===== config.mk =====
export PLATFORM = sky130hd
export DESIGN_NAME = seq_divider
export DESIGN_NICKNAME = d
export VERILOG_FILES = /design/src/rtl/seq_divider.sv
export SDC_FILE = /design/constraint.sdc
export NUM_CORES = 1
export LEC_CHECK = 0
export ABC_AREA = 1
export CORE_MARGIN = 2
export CORE_UTILIZATION = 50
export DETAILED_ROUTE_END_ITERATION = 8
export HOLD_SLACK_MARGIN = 0.05
export PLACE_DENSITY = 0.73
export SYNTH_ARGS = -nofsm -noshare
export SYNTH_HDL_FRONTEND = slang
export SYNTH_SLANG_ARGS = --single-unit

===== constraint.sdc =====
create_clock -name clk -period 3.1 [get_ports clk]
set_clock_uncertainty 0.15 [all_clocks]
set_input_delay 0.62 -clock clk [delete_from_list [all_inputs] [get_ports clk]]
set_output_delay 0.62 -clock clk [all_outputs]
set_load 0.05 [all_outputs]

===== src/rtl/seq_divider.sv =====
// seq_divider: multi-cycle radix-2 restoring integer divider.
// It produces one quotient bit per clock and supports signed or unsigned
// operation per transfer. Operands and results use valid/ready handshakes.
module seq_divider #(
  parameter int DIVIDEND_W = 16,
  parameter int DIVISOR_W  = 8,
  parameter int SIGNED_EN  = 1
) (
  input  logic                  clk,
  input  logic                  rstn,
  input  logic                  i_valid,
  output logic                  o_ready,
  input  logic [DIVIDEND_W-1:0] i_up,
  input  logic [DIVISOR_W-1:0]  i_bo,
  input  logic                  i_signed,
  output logic                  o_valid,
  input  logic                  i_ready,
  output logic [DIVIDEND_W-1:0] o_quot,
  output logic [DIVISOR_W-1:0]  o_rem,
  output logic                  o_div0,
  output logic                  o_busy
);

  localparam int CNT_W = $clog2(DIVIDEND_W);

  typedef enum logic [1:0] {IDLE, CALC, DONE} state_t;

  state_t                state_q, state_d;
  logic [CNT_W-1:0]      cnt_q, cnt_d;
  // Dividend magnitude shifts out at the top while quotient bits enter at the bottom.
  logic [DIVIDEND_W-1:0] dvd_q, dvd_d;
  logic [DIVISOR_W-1:0]  dvs_q, dvs_d;
  logic [DIVISOR_W-1:0]  part_q, part_d;
  logic                  neg_quot_q, neg_quot_d;
  logic                  neg_rem_q, neg_rem_d;
  logic [DIVIDEND_W-1:0] quot_q, quot_d;
  logic [DIVISOR_W-1:0]  rem_q, rem_d;
  logic                  div0_q, div0_d;
  logic                  valid_q, valid_d;

  logic                  sgn_op, up_neg, bo_neg;
  logic [DIVIDEND_W-1:0] up_abs;
  logic [DIVISOR_W-1:0]  bo_abs;
  logic [DIVISOR_W:0]    shifted;
  logic                  ge;
  logic [DIVISOR_W-1:0]  diff;
  logic [DIVISOR_W-1:0]  part_nxt;
  logic [DIVIDEND_W-1:0] dvd_nxt;
  logic [DIVIDEND_W-1:0] quot_fix;
  logic [DIVISOR_W-1:0]  rem_fix;

  assign o_ready = (state_q == IDLE);
  assign o_busy  = (state_q != IDLE);
  assign o_valid = valid_q;
  assign o_quot  = quot_q;
  assign o_rem   = rem_q;
  assign o_div0  = div0_q;

  // Operand magnitudes and signs for the pair being offered on the input port.
  always_comb begin
    sgn_op = (SIGNED_EN != 0) && i_signed;
    up_neg = sgn_op && i_up[DIVIDEND_W-1];
    bo_neg = sgn_op && i_bo[DIVISOR_W-1];
    up_abs = up_neg ? -i_up : i_up;
    bo_abs = bo_neg ? -i_bo : i_bo;
  end

  // One restoring-division step plus sign correction of the would-be final result.
  // The partial remainder stays below the divisor magnitude, so once shifted it
  // fits in DIVISOR_W+1 bits. The difference fits in DIVISOR_W bits.
  always_comb begin
    shifted  = {part_q, dvd_q[DIVIDEND_W-1]};
    ge       = (shifted >= {1'b0, dvs_q});
    diff     = shifted[DIVISOR_W-1:0] - dvs_q;
    part_nxt = ge ? diff : shifted[DIVISOR_W-1:0];
    dvd_nxt  = {dvd_q[DIVIDEND_W-2:0], ge};
    quot_fix = neg_quot_q ? -dvd_nxt : dvd_nxt;
    rem_fix  = neg_rem_q ? -part_nxt : part_nxt;
  end

  // FSM next state, datapath updates and result registration.
  always_comb begin
    state_d    = state_q;
    cnt_d      = cnt_q;
    dvd_d      = dvd_q;
    dvs_d      = dvs_q;
    part_d     = part_q;
    neg_quot_d = neg_quot_q;
    neg_rem_d  = neg_rem_q;
    quot_d     = quot_q;
    rem_d      = rem_q;
    div0_d     = div0_q;
    valid_d    = valid_q;
    case (state_q)
      IDLE: begin
        if (i_valid) begin
          neg_quot_d = up_neg ^ bo_neg;
          neg_rem_d  = up_neg;
          dvd_d      = up_abs;
          dvs_d      = bo_abs;
          part_d     = '0;
          if (i_bo == '0) begin
            // Zero divisor: the result is ready at once and the raw dividend bits are returned.
            quot_d  = '1;
            rem_d   = i_up[DIVISOR_W-1:0];
            div0_d  = 1'b1;
            valid_d = 1'b1;
            state_d = DONE;
          end else begin
            cnt_d   = CNT_W'(DIVIDEND_W - 1);
            state_d = CALC;
          end
        end
      end
      CALC: begin
        dvd_d  = dvd_nxt;
        part_d = part_nxt;
        cnt_d  = cnt_q - CNT_W'(1);
        if (cnt_q == '0) begin
          quot_d  = quot_fix;
          rem_d   = rem_fix;
          div0_d  = 1'b0;
          valid_d = 1'b1;
          state_d = DONE;
        end
      end
      DONE: begin
        if (i_ready) begin
          valid_d = 1'b0;
          state_d = IDLE;
        end
      end
      default: begin
        state_d = IDLE;
        valid_d = 1'b0;
      end
    endcase
  end

  // State register. An asynchronous reset aborts any division in progress.
  always_ff @(posedge clk or negedge rstn) begin
    if (!rstn) begin
      state_q    <= IDLE;
      cnt_q      <= '0;
      dvd_q      <= '0;
      dvs_q      <= '0;
      part_q     <= '0;
      neg_quot_q <= 1'b0;
      neg_rem_q  <= 1'b0;
      quot_q     <= '0;
      rem_q      <= '0;
      div0_q     <= 1'b0;
      valid_q    <= 1'b0;
    end else begin
      state_q    <= state_d;
      cnt_q      <= cnt_d;
      dvd_q      <= dvd_d;
      dvs_q      <= dvs_d;
      part_q     <= part_d;
      neg_quot_q <= neg_quot_d;
      neg_rem_q  <= neg_rem_d;
      quot_q     <= quot_d;
      rem_q      <= rem_d;
      div0_q     <= div0_d;
      valid_q    <= valid_d;
    end
  end

endmodule


==> results.md <==
- Outcome: finished clean
- Initial antenna violation count: 0
- # diodes: 0
- Synth Area in Adders: 0.0406
- FFs w/ async S/R, synth: 1.00
- Hold Worst Slack: 0.142 ns
- Core area: 8720 sq um
- CP required: 3.19 ns
- Vias: 4442
- Largest family of logic cells by synthesized area: simple AND/OR/NAND/NOR gates
- Proportion of synthesized area in mux cells: 0
- Arrival time worst endpoint: 2.92 ns
- Post-Route Utilization: 0.636
- GRT overflow: 0
- WL final: 12900 um
- Max cap viols: 0
- # port buffers: 56
- Final setup viols: 0
- Post-synthesis compound-gate area fraction: 0.133
- Slew Viols, Final: 0
- Vias in the first global route: 4347
- Initial drt markers: 350
- Hold Vio Cnt, Final: 0
- Synth Area in Simple Gates: 0.324
- Net Count, Synth: 665
- H-tree depth: 3
- Slew HR: 0.531
- DRC errors left: 0
- Commonest non-fill, non-tap cell in the layout: nand2_1
- Post-synthesis sequential area ratio: 0.367
- Ys Warns: 0
- Global-route met3 utilization: 0.0596
- Met2 GRT Util: 0.430
- First-pass GRT wire length: 21500 um
- Routed length per instance: 16.0 um
- Reg-to-reg startpoint: dvs_q[2]$_DFFE_PN0P_
- Pre-CTS setup slack: 0.0486 ns
- Worst setup EP type: register
- Worst hold path class: in2async
- Period Utilization, post-route: 0.914
- Chip Width: 98.8 um
- Commonest register cell after synthesis: dfrtp_1
- DP HPWL: 9430 um
- Met1 Use GR: 0.392
- Yosys cell types: 44
- Rows: 34
- Tot GR Track Use: 0.277
- Clk sink count: 66
- Clock Pin Slew Worst Setup and Hold Paths: 0.08 ns
- CTS Hold Bufs: 0
- Post-synth EDFFs: 0
- Area Growth Syn to Fin: 23.5%
- Layout cells sized above 1: 0.125
- FF-to-FF setup slack: 0.27 ns
- Clock Tree Root: clkbuf_8
- Clock Latency Late Sink: 0.35 ns
- Die area: 9760 sq um
- Gpl congestion: 0.926
- CP Launch Point: dvs_q[2]$_DFFE_PN0P_
- Drt first pass iters: 5
- Cells after synthesis: 622
- Largest net degree at the start of global routing: 43
- Most frequent cells in the layout: 157 x nand2_1, 84 x inv_1, 66 x dfrtp_1
- Clock buffer depth: 2
- Nets@finish: 734
- Reg2Reg Depth: 21
- Post-Synth XOR/XNOR Area: 0.0351
- Starting density of the core: 0.515
- Post-route setup slack: 0.265 ns
- Grt peak-use layer: met2
- Synthesized area: 4490 sq um
- Yosys reg bits: 66
- Number of buffers created by CTS: 9
- CP Launch Type: register
- Worst-Margin Slew: 0.703 ns
- Period minus WS final: 2.83 ns
- Avg Cell Area, Syn: 7.23 sq um
- CTS tree: built
- Critical path type: reg2reg
- Vias/cell: 5.52
- Die height: 98.8 um
- FMAX: 353 MHz
- R2R Path End: o_quot[14]$_DFFE_PN0P_
- Post-route ant nets: 0
- Io pins: 57
- Worst-path maximum fanout: 5
[repair_timing]
action | in CTS | in global routing
setup buffers | 0 | 7
resized for setup | 0 | 9
endpoints found under the hold margin | 0 | 0
setup endpoints to repair | 0 | 4
[worst max-delay path by stage]
stage | slack [ns] | cells after the start | endpoint
2_1_floorplan | 0.34 | 18 | o_quot[14]$_DFFE_PN0P_
3_3_place_gp | 0.11 | 11 | dvd_q[10]$_DFFE_PN0P_
5_1_grt | -0.02 | 21 | o_quot[14]$_DFFE_PN0P_
4_1_cts | 0.03 | 20 | o_quot[14]$_DFFE_PN0P_
6_report | 0.27 | 21 | o_quot[14]$_DFFE_PN0P_
3_5_place_dp | 0.05 | 19 | o_quot[14]$_DFFE_PN0P_
[final cells by class]
class / count / area [sq um]
Multi-Input combinational cell: 444 / 2440
Inverter: 93 / 349
Sequential cell: 66 / 1650
Clock inverter: 6 / 113
Clock buffer: 10 / 138
Tap cell: 108 / 135
Timing Repair Buffer: 77 / 726
Fill cell: 751 / 3170
[critical path, cell delays in order, from the launching register on]
cell and delay, ns:
dfrtp_1 0.38, inv_1 0.06, ha_2 0.30, nand2_1 0.10
nand2_1 0.07, nand2_2 0.08, nand3_2 0.12, nand2_4 0.12
nand2_4 0.05, inv_1 0.07, ha_1 0.15, inv_1 0.07
nor3_4 0.16, nand3_2 0.12, nor2_2 0.11, nand3_1 0.09
nand2_2 0.10, o21ai_2 0.09, a21oi_2 0.13, nand2_1 0.06
o211ai_1 0.07, nand2_1 0.07
[Yosys cell counts, types with 7 or more instances]
master,instances,area (sq um)
nand2_1,158,593
inv_1,84,315
dfrtp_1,66,1650
nand3_1,52,260
nor2_1,46,173
o21ai_0,38,190
a21oi_1,16,80.1
xor2_1,15,131
clkbuf_1,13,48.8
ha_1,13,163
nor3_1,11,55.1
inv_2,8,30.0
nand2_4,8,90.1
o211ai_1,8,60.1
o21ai_1,7,35.0
[per-stage QoR]
| step | cells | area (sq um) | setup TNS (ns) |
|---|---|---|---|
| global route | 804 | 5550 | -0.0158 |
| floorplan | 622 | 4490 | 0 |
| CTS | 797 | 5460 | 0 |
| finish | 804 | 5550 | 0 |
| detailed placement | 781 | 5200 | 0 |
| global placement | 781 | 5200 | 0 |
[flip-flops by register name (all words and copies together), names as in the netlist]
register    flops
dvd_q          16
o_quot         16
dvs_q           8
o_rem           8
part_q          8
cnt_q           4
state_q         2
neg_quot_q      1
neg_rem_q       1
o_div0          1
o_valid         1
[layer usage]
metal	part of all wire	wire, um
met1	0.44	5710
met2	0.46	5940
met3	0.081	1050
met4	0.014	174
met5	0	0
[logic make-up after synthesis]
kind of cell	count (synthesis)
xor+xnor	18
compound gates	100
flops	66
buf+inv	112
simple gates	312
fa+ha+maj	14
Power is not shown: default switching activity piles up to over one toggle a cycle in this logic, so the estimate is an artifact.
